<file path="src/rtl/puf_pkg.sv">
// Shared types and helpers for the RO-PUF evaluation sequencer.
// Holds the phase enum, default sizing and the pair-select helper.
package puf_pkg;

  typedef enum logic [2:0] {
    IDLE,
    CLEAR,
    RUN,
    SETTLE,
    COMPARE,
    DONE
  } state_e;

  localparam int N_BITS_DEF     = 8;
  localparam int SEL_W_DEF      = 5;
  localparam int CNT_W_DEF      = 8;
  localparam int WINDOW_DEF     = 64;
  localparam int CLR_CYC_DEF    = 2;
  localparam int SETTLE_CYC_DEF = 4;

  localparam int PAIR_W = 16;

  // Returns {sel_b, sel_a}; the caller keeps the low SEL_W bits of each
  // half, which gives the modulo-2^SEL_W wrap for free.
  function automatic logic [2*PAIR_W-1:0] next_pair(
    input logic [PAIR_W-1:0] base,
    input logic [4:0]        idx
  );
    logic [PAIR_W-1:0] a;
    logic [PAIR_W-1:0] b;
    a = base + {10'd0, idx, 1'b0};
    b = a + 16'd1;
    return {b, a};
  endfunction

endpackage

</file>
<file path="src/rtl/puf_eval_ctrl_timer.sv">
// Loadable down-counter with zero flag, shared by the
// CLEAR, RUN and SETTLE phases of each race.
module puf_phase_timer #(
  parameter int W = 7
) (
  input  logic         clk,
  input  logic         rst_n,
  input  logic         load,
  input  logic [W-1:0] load_val,
  output logic         zero
);

  logic [W-1:0] cnt_q;
  logic [W-1:0] cnt_d;

  always_comb begin
    cnt_d = cnt_q;
    if (load) begin
      cnt_d = load_val;
    end else if (cnt_q != '0) begin
      cnt_d = cnt_q - W'(1);
    end
  end

  always_ff @(posedge clk or negedge rst_n) begin
    if (!rst_n) begin
      cnt_q <= '0;
    end else begin
      cnt_q <= cnt_d;
    end
  end

  assign zero = (cnt_q == '0);

endmodule

</file>
<file path="src/rtl/puf_eval_ctrl.sv">
// RO-PUF evaluation sequencer: runs one oscillator-pair race per
// response bit and assembles the response word.
module puf_eval_ctrl
  import puf_pkg::*;
#(
  parameter int N_BITS     = N_BITS_DEF,
  parameter int SEL_W      = SEL_W_DEF,
  parameter int CNT_W      = CNT_W_DEF,
  parameter int WINDOW     = WINDOW_DEF,
  parameter int CLR_CYC    = CLR_CYC_DEF,
  parameter int SETTLE_CYC = SETTLE_CYC_DEF
) (
  input  logic              clk,
  input  logic              rst_n,
  input  logic              start,
  input  logic [SEL_W-1:0]  challenge,
  input  logic [CNT_W-1:0]  cnt_a,
  input  logic [CNT_W-1:0]  cnt_b,
  output logic              ro_en,
  output logic              cnt_clr,
  output logic [SEL_W-1:0]  sel_a,
  output logic [SEL_W-1:0]  sel_b,
  output logic              busy,
  output logic              resp_valid,
  output logic [N_BITS-1:0] response,
  output logic              tie_seen,
  output logic              sat_seen
);

  localparam int TMAX =
    (WINDOW > CLR_CYC)
      ? ((WINDOW > SETTLE_CYC) ? WINDOW : SETTLE_CYC)
      : ((CLR_CYC > SETTLE_CYC) ? CLR_CYC : SETTLE_CYC);
  localparam int TW = $clog2(TMAX + 1);
  localparam int IW = (N_BITS > 1) ? $clog2(N_BITS) : 1;

  localparam logic [TW-1:0]    T_CLR   = TW'(CLR_CYC - 1);
  localparam logic [TW-1:0]    T_RUN   = TW'(WINDOW - 1);
  localparam logic [TW-1:0]    T_SET   = TW'(SETTLE_CYC - 1);
  localparam logic [IW-1:0]    LAST    = IW'(N_BITS - 1);
  localparam logic [CNT_W-1:0] CNT_MAX = '1;

  state_e              state_q, state_d;
  logic [SEL_W-1:0]    chal_q, chal_d;
  logic [IW-1:0]       idx_q, idx_d;
  logic [IW-1:0]       idx_nx;
  logic                ro_en_q, ro_en_d;
  logic                cnt_clr_q, cnt_clr_d;
  logic [SEL_W-1:0]    sel_a_q, sel_a_d;
  logic [SEL_W-1:0]    sel_b_q, sel_b_d;
  logic                busy_q, busy_d;
  logic                rv_q, rv_d;
  logic [N_BITS-1:0]   resp_q, resp_d;
  logic                tie_q, tie_d;
  logic                sat_q, sat_d;
  logic [2*PAIR_W-1:0] pair;

  logic                t_load;
  logic [TW-1:0]       t_val;
  logic                t_zero;

  puf_phase_timer #(
    .W (TW)
  ) u_timer (
    .clk      (clk),
    .rst_n    (rst_n),
    .load     (t_load),
    .load_val (t_val),
    .zero     (t_zero)
  );

  always_comb begin
    state_d = state_q;
    chal_d  = chal_q;
    idx_d   = idx_q;
    idx_nx  = idx_q + IW'(1);
    sel_a_d = sel_a_q;
    sel_b_d = sel_b_q;
    resp_d  = resp_q;
    tie_d   = tie_q;
    sat_d   = sat_q;
    t_load  = 1'b0;
    t_val   = '0;
    pair    = '0;

    unique case (state_q)
      IDLE: begin
        if (start) begin
          chal_d  = challenge;
          resp_d  = '0;
          tie_d   = 1'b0;
          sat_d   = 1'b0;
          idx_d   = '0;
          state_d = CLEAR;
          t_load  = 1'b1;
          t_val   = T_CLR;
          pair    = next_pair(PAIR_W'(challenge), 5'd0);
          sel_a_d = pair[SEL_W-1:0];
          sel_b_d = pair[PAIR_W +: SEL_W];
        end
      end
      CLEAR: begin
        if (t_zero) begin
          state_d = RUN;
          t_load  = 1'b1;
          t_val   = T_RUN;
        end
      end
      RUN: begin
        if (t_zero) begin
          state_d = SETTLE;
          t_load  = 1'b1;
          t_val   = T_SET;
        end
      end
      SETTLE: begin
        if (t_zero) begin
          state_d = COMPARE;
        end
      end
      COMPARE: begin
        resp_d[idx_q] = (cnt_a > cnt_b);
        if (cnt_a == cnt_b) begin
          tie_d = 1'b1;
        end
        if ((cnt_a == CNT_MAX) || (cnt_b == CNT_MAX)) begin
          sat_d = 1'b1;
        end
        if (idx_q == LAST) begin
          state_d = DONE;
        end else begin
          idx_d   = idx_nx;
          state_d = CLEAR;
          t_load  = 1'b1;
          t_val   = T_CLR;
          pair    = next_pair(PAIR_W'(chal_q), 5'(idx_nx));
          sel_a_d = pair[SEL_W-1:0];
          sel_b_d = pair[PAIR_W +: SEL_W];
        end
      end
      DONE: begin
        state_d = IDLE;
      end
      default: begin
        state_d = IDLE;
      end
    endcase

    // Outputs are registered copies of the phase being entered.
    ro_en_d   = (state_d == RUN);
    cnt_clr_d = (state_d == CLEAR);
    busy_d    = (state_d != IDLE);
    rv_d      = (state_d == DONE);
  end

  always_ff @(posedge clk or negedge rst_n) begin
    if (!rst_n) begin
      state_q   <= IDLE;
      chal_q    <= '0;
      idx_q     <= '0;
      ro_en_q   <= 1'b0;
      cnt_clr_q <= 1'b0;
      sel_a_q   <= '0;
      sel_b_q   <= '0;
      busy_q    <= 1'b0;
      rv_q      <= 1'b0;
      resp_q    <= '0;
      tie_q     <= 1'b0;
      sat_q     <= 1'b0;
    end else begin
      state_q   <= state_d;
      chal_q    <= chal_d;
      idx_q     <= idx_d;
      ro_en_q   <= ro_en_d;
      cnt_clr_q <= cnt_clr_d;
      sel_a_q   <= sel_a_d;
      sel_b_q   <= sel_b_d;
      busy_q    <= busy_d;
      rv_q      <= rv_d;
      resp_q    <= resp_d;
      tie_q     <= tie_d;
      sat_q     <= sat_d;
    end
  end

  assign ro_en      = ro_en_q;
  assign cnt_clr    = cnt_clr_q;
  assign sel_a      = sel_a_q;
  assign sel_b      = sel_b_q;
  assign busy       = busy_q;
  assign resp_valid = rv_q;
  assign response   = resp_q;
  assign tie_seen   = tie_q;
  assign sat_seen   = sat_q;

endmodule

</file>
<file path="config.mk">
export PLATFORM = sky130hd
export DESIGN_NAME = puf_eval_ctrl
export DESIGN_NICKNAME = d
export VERILOG_FILES = /design/src/rtl/puf_pkg.sv /design/src/rtl/puf_eval_ctrl_timer.sv /design/src/rtl/puf_eval_ctrl.sv
export SDC_FILE = /design/constraint.sdc
export NUM_CORES = 1
export LEC_CHECK = 0
export ABC_AREA = 1
export CAP_MARGIN = 20
export CELL_PAD_IN_SITES_DETAIL_PLACEMENT = 0
export CELL_PAD_IN_SITES_GLOBAL_PLACEMENT = 1
export CORE_MARGIN = 2
export CORE_UTILIZATION = 35
export DETAILED_ROUTE_END_ITERATION = 10
export MAX_ROUTING_LAYER = met4
export PLACE_DENSITY_LB_ADDON = 0.15
export SLEW_MARGIN = 25
export SYNTH_ARGS = -nofsm -noshare
export SYNTH_HDL_FRONTEND = slang
export SYNTH_SLANG_ARGS = --single-unit
</file>
<file path="constraint.sdc">
create_clock -name clk -period 2.98 [get_ports clk]
set_input_delay 0.447 -clock clk [delete_from_list [all_inputs] [get_ports clk]]
set_output_delay 0.447 -clock clk [all_outputs]
set_load 0.005 [all_outputs]
</file>
# Word level (Yosys, flattened, before mapping)
# Cells that the tools add are included.
[totals] wordCells=86 regBits=42
[op_classes] n_reduce_logical=14 mux=36 add_sub_neg=5 order_cmp=3 eq_ne=15
[ops] operator="6-bit one-hot mux with 4 select lines" count=1
[ops] operator="3-bit 2-to-1 mux" count=7
[ops] operator="5-bit 2-to-1 mux" count=4
[ops] operator="5-bit one-hot mux with 2 select lines" count=2
[ops] operator="8-bit equality test (second input constant)" count=2
[ops] operator="8-bit one-hot mux with 2 select lines" count=1
[ops] operator="3-bit one-hot mux with 5 select lines" count=1
[ops] operator="7-bit 2-to-1 mux" count=2
[ops] operator="5-bit by 1-bit adder with 5-bit output (second input constant)" count=2
[ops] operator="3-bit by 2-bit equality test with 1-bit output (second input constant)" count=3
[ops] operator="3-bit equality test (second input constant)" count=3
[ops] operator="1-bit 2-to-1 mux" count=9
[ops] operator="3-bit AND reduction" count=3
[ops] operator="8-bit bitwise mux" count=1
[ops] operator="8-bit equality test" count=1
[ops] operator="8-bit > comparator" count=1
[ops] operator="8-bit 2-to-1 mux" count=1
[ops] operator="2-bit != test (second input constant)" count=4
[ops] operator="7-bit logical NOT" count=1
[ops] operator="7-bit nonzero test" count=1
[ops] operator="7-bit by 1-bit subtractor with 7-bit output (second input constant)" count=1
[ops] operator="3-bit by 1-bit equality test with 1-bit output (second input constant)" count=2
[ops] operator="6-bit 2-to-1 mux" count=1
[ops] operator="3-bit one-hot mux with 2 select lines" count=1
[ops] operator="15 further kinds" count=18

# Depth between registers and ports, before layout
# Gate-level depths: netlist of the first run.
[logic_depth] word_depth=6 ltp_mapped=14 depth_no_buf=14

# Modules after synthesis
# Synthesis of the first run repeated with hierarchy kept, for this count alone.
[unflattened] cells_unflattened=318 hier_area_um2=2542.4
[modules_own_cells] module="puf_eval_ctrl" cells_per_inst=259 area_per_inst_um2=2059.5 n_inst=1
[modules_own_cells] module="puf_phase_timer" cells_per_inst=59 area_per_inst_um2=483.0 n_inst=1

# Least setup slack after synthesis of the first run
# OpenSTA, ideal clock, no wires.
[synth_timing] path_type="register -> register" start="register idx_q[0]" end="register sel_b_q[4], in the netlist sel_b[4]" arrival_time_ns=1.759 setup_ns=0.117 path_stages_with_launch=13 path_slack_ns=1.104 required_time_ns=2.863 synth_period_minus_slack_ns=1.876 cell_sequence="dfrtp_1 > ha_1 > ha_1 > ha_1 > inv_1 > nand2_1 > nand2_1 > nand2_1 > nand2_1 > nor2_1 > nand3_1 > nand3_1 > nand2_1"
[synth_between] elab_chain_cells=5
[synth_rtl] item="start: declaration" line_no="puf_eval_ctrl.sv:45" source="logic [IW-1:0] idx_q, idx_d;"
[synth_rtl] item="start signal: assignment" line_no="puf_eval_ctrl.sv:173" source="idx_q <= idx_d;"
[synth_rtl] item="3-bit by 1-bit adder with 3-bit output" line_no="puf_eval_ctrl.sv:76" source="idx_nx = idx_q + IW'(1);"
[synth_rtl] item="5-bit by 4-bit adder with 5-bit output" line_no="puf_pkg.sv:31" source="a = base + {10'd0, idx, 1'b0};"
[synth_rtl] item="5-bit by 1-bit adder with 5-bit output" line_no="puf_pkg.sv:32" source="b = a + 16'd1;"
[synth_rtl] item="5-bit 2-to-1 mux" line_no="puf_eval_ctrl.sv:129" source="if (idx_q == LAST) begin"
[synth_rtl] item="5-bit one-hot mux with 2 select lines" line_no="puf_eval_ctrl.sv:86" source="unique case (state_q)"
[synth_rtl] item="end signal: assignment" line_no="puf_eval_ctrl.sv:177" source="sel_b_q <= sel_b_d;"
[synth_rtl] item="end: declaration" line_no="puf_eval_ctrl.sv:50" source="logic [SEL_W-1:0] sel_b_q, sel_b_d;"
# Several ways; a longest one is shown, not always the timed one. The select of a mux whose other input is x is not followed.
# A chain may end at the register's enable or synchronous reset.

# Worst setup path after layout of the first run
[layout_timing] start="register idx_q[1]" end="register sel_b_q[4], in the netlist sel_b[4]"
# Same word-level chain as after synthesis.

==> results.ini, run 1 <==
[critical_path]
path_cells=ha_1, ha_1, ha_1, inv_1, nand2_1, nand2_1, nand2_1, nand2_1, nor2_1, nand3_1, nand3_1, nand2_1
required_ns=3.17
cp_num_buf_inv=1
cp.arrival_ns=2.24
reg2reg_to=sel_b[4]$_DFFE_PN0P_
rr_startpoint=idx_q[1]$_DFFE_PN0P_
cp-start-kind=register
worstSetupPathType=register to register
worstSetupPathDepth=12
crit_family=adder cells
crit_slowest_cell=dfrtp_1
reg2reg_depth=12
endpoint_kind=register
regToRegSetupSlack_ns=0.93
worstPathMaxFanout=5
crit_top_cell=nand2_1
critical_path.max_stage_delay_ns=0.43

[die]
placeableCoreArea_um2=6680
die_x_um=86.6
num_rows=30
die_area_um2=7500
die_h_um=86.6
io-pin-count=48
start_util_pct=35.7

[clocking]
cts_tree=yes
clk_pin_slew_ns=0.08
cts_buffers=5
cts_resized=0
root_buffer=clkbuf_8
htree_levels=2
cts_setup_buffers=0
cts_buffer_depth=2
ctsHoldBuffers=0
clkSinkCount=42
clk_latency_ns=0.29

[final_layout]
layout.cells.non_filler=431
fin_area_um2=3050
num_antenna_cells=0
nets=390
area_delta_synth_final_pct=27.8
utilization_pct=45.7
drive_gt1_share_pct=7.98

[global_route]
grt_max_degree=43
antenna_found_initial=0
first_global_vias=2005
grt_pass1_wl_mm=9.09
overflow=0
gr-usage-all-layers_pct=15.7

[detailed_routing]
met1_length_mm=2.62
vias=1982
routed_wl_mm=5.03
wire_per_inst_um=11.7
final_antenna_net_count=0
dr.pass1.iters=4
top_layer=met4
drt_iter0_markers=109
via_per_inst=4.60
met2_wirelength_mm=2.18
wl_met3_um=165
drc=0

[logic_synthesis]
seq_area_frac_synth_pct=44.0
ys_warn_count=0
syn-cell-area_um2=2390
synth_nets=339
ys_seq_elements=42
postSynthCellCount=299
ys_types=29
syn_area_per_cell_um2=7.99

[sta]
finalMaxSlewViolations=0
timing.final.ws_setup_ns=0.925
rsz0062_at_grt=no
worst_pin_slew_ns=0.549
setup-violations-final=0
fmax_mhz=487
final.setup.tns_ns=0
maxSlewHeadroom_pct=63.4
fin_crit_sh_pct=68.9
hold_viol_final=0
period_needed_ns=2.05
holdWs_ns=0.132
skew_ns=0.00238

[run]
drv_cap=0

[pwr]
p_leak_nw=1.49
power_density_nw_per_um2=361
p_total_mw=1.10
ir_drop_mv=0.246

[placement]
gp_congestion=0.817
portBuffers=47
placed_area_um2=2940
dp.cells=423
dp_hpwl_mm=3.76
place_ws_ns=0.732

[hold_path]
worstHoldPathType=input port to asynchronous set/reset pin

[status]
status=complete, no violations

==> worst max path at each step <==
stage | from | end | slack (ns)
after floorplan | idx_q[0]$_DFFE_PN0P_ | sel_b[4]$_DFFE_PN0P_ | 1.10
after global placement | cnt_b[7] | response[7]$_DFFE_PN0P_ | 0.79
after detailed placement | cnt_b[6] | response[0]$_DFFE_PN0P_ | 0.73
after CTS | idx_q[1]$_DFFE_PN0P_ | sel_b[4]$_DFFE_PN0P_ | 0.92
after global routing | idx_q[1]$_DFFE_PN0P_ | sel_b[4]$_DFFE_PN0P_ | 0.61
final | idx_q[1]$_DFFE_PN0P_ | sel_b[4]$_DFFE_PN0P_ | 0.93
==> where the power goes <==
group / internal, mW / switching (mW) / leakage, nW
Combinational: 0.0416 / 0.0433 / 0.890
Sequential: 0.569 / 0.0000501 / 0.547
Clock: 0.250 / 0.199 / 0.0514
Total: 0.861 / 0.242 / 1.49
==> cell type report <==
class,count,area (µm²)
fill,698,3630
multi-input combinational,205,1130
sequential,42,1050
timing repair buffer,48,475
inverter,48,183
tap,80,100
clock buffer,6,72.6
clock inverter,2,37.5
==> routing by layer <==
layer	global-route usage (%)	vias to the layer above
li1	-	1066
met2	23.9	33
met4	4.69	0
met3	2.86	6
met1	21.3	877
met5	-	-
==> worst register-to-register path: stages, from the launching register on <==
cell and delay [ns]:
dfrtp_1 0.43, ha_1 0.21, ha_1 0.30, ha_1 0.36, inv_1 0.05, nand2_1 0.05, nand2_1 0.05, nand2_1 0.06
nand2_1 0.08, nor2_1 0.15, nand3_1 0.08, nand3_1 0.08, nand2_1 0.06
==> cells by family after synthesis <==
| group | count (synthesis) | synth area share [%] |
|---|---|---|
| adder cells (fa/ha/maj) | 16 | 8.70 |
| AND/OR/NAND/NOR | 149 | 27.8 |
| XOR/XNOR | 4 | 1.47 |
| AO/OA/AOI/OAI | 36 | 9.43 |
| flip-flops | 42 | 44.0 |
| buffers and inverters | 52 | 8.59 |
==> cell usage after synthesis, drive strengths merged <==
cell     n  area share [%]
a21oi   10             2.1
a31oi    1            0.26
and2     1            0.26
buf      4            0.94
dfrtp   42              44
fa       1            0.84
ha      15             7.9
inv     48             7.6
nand2   80              13
nand3   26             6.1
nand3b   1            0.31
nand4    8             2.1
nor2    32             6.0
nor3     1            0.21
o211ai   9             2.8
o21a     2            0.63
o21ai   11             2.8
o22ai    2            0.52
o31ai    1            0.31
xor2     4             1.5
==> flip-flops by register name (all words and copies together) (netlist names) <==
signal         count
busy               1
chal_q             5
cnt_clr            1
idx_q              3
resp_valid         1
response           8
ro_en              1
sat_seen           1
sel_a              5
sel_b              5
state_q            3
tie_seen           1
u_timer.cnt_q      7
==> placed cells by master, fill, tap and decap left out, drive strengths merged <==
| cell type | count |
|---|---|
| nor2 | 32 |
| nand3 | 26 |
| nand4 | 8 |
| ha | 15 |
| xor2 | 4 |
| dfrtp | 42 |
| o31ai | 1 |
| and2 | 1 |
| inv | 48 |
| nand2 | 80 |
| buf | 2 |
| clkinvlp | 1 |
| o22ai | 2 |
| nand3b | 1 |
| o21a | 2 |
| clkdlybuf4s50 | 46 |
| bufinv | 1 |
| o211ai | 9 |
| clkbuf | 6 |
| a21oi | 10 |
| nor3 | 1 |
| a31oi | 1 |
| fa | 1 |
| o21ai | 11 |
Power figures use the tool's default switching activity.
==> run 2: changes to the inputs <==
CORE_UTILIZATION = 34   (was 35)
clock period = 1.78 ns   (was 2.98 ns; I/O delays follow)
==> run 2 against run 1 <==
The run now ends with setup timing left. Combinational power is 96% higher. Clock skew is 0.0031 ns higher. Global-route usage rose by 0.82 points. Design area is 11% higher. Flip-flop and latch count stayed put. Non-clock buffer count rose by 31. Final cell count rose by 11%. Count of clock-buffer cells in the layout grew 1. Die area up 2.8%. Utilization grew 4.2 points.
==> results.ini, run 2 (synthesis gave the netlist of run 1 again) <==
[status]
status=finished with violations
violations=setup timing

[pwr]
switchingPower_mw=0.409
seqPwrFrac_pct=54.1
ir_drop_mv=0.228
p_total_mw=1.76
intPower_mw=1.35
switching_share_pct=23.2
p_leak_nw=1.63
combPwrFrac_pct=9.4
pwr-share-clk_pct=36.5
power_density_nw_per_um2=520

[sta]
maxSlewHeadroom_pct=69.6
fin_crit_sh_pct=102
rsz0062_at_grt=yes
finalMaxSlewViolations=0
skew_ns=0.00551
fmax_mhz=549
holdWs_ns=0.449
period_needed_ns=1.82
setup-violations-final=3
timing.final.ws_setup_ns=-0.0415
hold_viol_final=0
worst_pin_slew_ns=0.457

[die]
die_area_um2=7710
io-pin-count=48
die_x_um=87.8
num_rows=30
placeableCoreArea_um2=6790
die_h_um=87.8
start_util_pct=35.2

[final_layout]
final_common_cell=nand2_1
fill_cells=660
area_delta_synth_final_pct=42.0
drive_gt1_share_pct=21.2
layout.cells.non_filler=478
largest_reg_flops=8
num_antenna_cells=0
layout_common_cells=nand2_1 (73), clkdlybuf4s50_1 (46), dfrtp_1 (41)
nets=421

[critical_path]
cp.arrival_ns=2.01
worstPathMaxFanout=5
worstSetupPathType=register to register
critical_path.max_stage_delay_ns=0.44
crit_family=adder cells
crit_slowest_cell=dfrtp_2
cp-start-kind=register
rr_startpoint=idx_q[0]$_DFFE_PN0P_
cp_num_buf_inv=1
endpoint_kind=register
required_ns=1.97
startpoint=idx_q[0]$_DFFE_PN0P_
path_cells=ha_4, ha_4, ha_4, inv_2, nand2_2, nand2_1, nand2_1, nand2_2, nor2_2, nand3_1, nand3_1, nand2_1

[placement]
gp_congestion=0.759
dp_hpwl_mm=4.23
place_ws_ns=-0.219
portBuffers=47
dp.cells=464

[clocking]
clkSinkCount=42
htree_levels=2
cts_buffer_depth=2
clk_pin_slew_ns=0.08
cts_buffers=5
root_buffer=clkbuf_8
clk_latency_ns=0.30
cts_tree=yes

[detailed_routing]
via_per_inst=4.49
routed_wl_mm=5.56
wire_per_inst_um=11.6
vias=2144
drc=0
final_antenna_net_count=0
drt_iter0_markers=89
dr.pass1.iters=4

[global_route]
gr-usage-all-layers_pct=16.5
antenna_found_initial=0
overflow=0
first_global_vias=2117
grt_max_degree=25
grt_pass1_wl_mm=9.69

[hold_path]
worstHoldPathType=input port to asynchronous set/reset pin

[run]
drv_cap=0

[run 2: path summary, 6_finish.rpt]
| check | to | slack (ns) | depth (start not counted) |
|---|---|---|---|
| worst max-delay path | sel_b[4]$_DFFE_PN0P_ | -0.04 | 12 |
| worst min-delay path | state_q[0]$_DFF_PN0_ | 0.45 | 2 |
| worst max register to register | sel_b[4]$_DFFE_PN0P_ | -0.04 | 12 |
| worst min register to register | sel_a[0]$_DFFE_PN0P_ | 0.48 | 2 |
| max in group asynchronous | idx_q[0]$_DFFE_PN0P_ | 0.83 | 3 |
| min in group clk | sel_a[0]$_DFFE_PN0P_ | 0.48 | 2 |
[run 2: power groups by stage]
stage | clock, mW | sequential [mW] | combinational, mW
3_3_place_gp | 0 | 0.972 | 0.161
4_1_cts | 0.671 | 0.953 | 0.167
3_5_place_dp | 0 | 0.972 | 0.162
2_1_floorplan | 0 | 0.973 | 0.0536
6_report | 0.643 | 0.953 | 0.166
5_1_grt | 0.712 | 0.953 | 0.189
[run 2: worst register-to-register path, cell delays in order (launching register included)]
cell and delay [ns]:
dfrtp_2 0.44, ha_4 0.17, ha_4 0.23, ha_4 0.29
inv_2 0.04, nand2_2 0.05, nand2_1 0.05, nand2_1 0.07
nand2_2 0.07, nor2_2 0.10, nand3_1 0.08, nand3_1 0.08
nand2_1 0.05
[run 2: final cells by class]
class                      count  area [µm²]  share of cell area, %
sequential                    42        1050                   31.0
clock buffer                   7        86.3                   2.55
clock inverter                 1        5.00                  0.148
inverter                      48         185                   5.46
multi-input combinational    205        1220                   36.0
timing repair buffer          79         721                   21.3
tap                           96         120                   3.54
[run 2: through the flow]
step                instance area, µm²  setup TNS, ns  utilization (%)
CTS                               3370         -0.114             49.5
floorplan                         2430              0                -
finish                            3390        -0.0815             49.9
global route                      3390         -0.592             49.9
global placement                  3200          -1.44             47.1
detailed placement                3200          -2.00             47.1
[run 2: per-layer routing]
| layer | share of wire, % | GRT usage, % |
|---|---|---|
| met5 | 0 | - |
| met4 | 1.3 | 4.62 |
| met3 | 2.9 | 3.11 |
| met2 | 46 | 26.0 |
| met1 | 50 | 21.7 |
[run 2: what timing repair did]
action	CTS	global route
buffers inserted	5	0
resized for setup	10	12
hold buffers	1	0
endpoints found under the hold margin	18	0
endpoints found under the setup margin	4	15
pin swaps	5	11
cloned	0	0
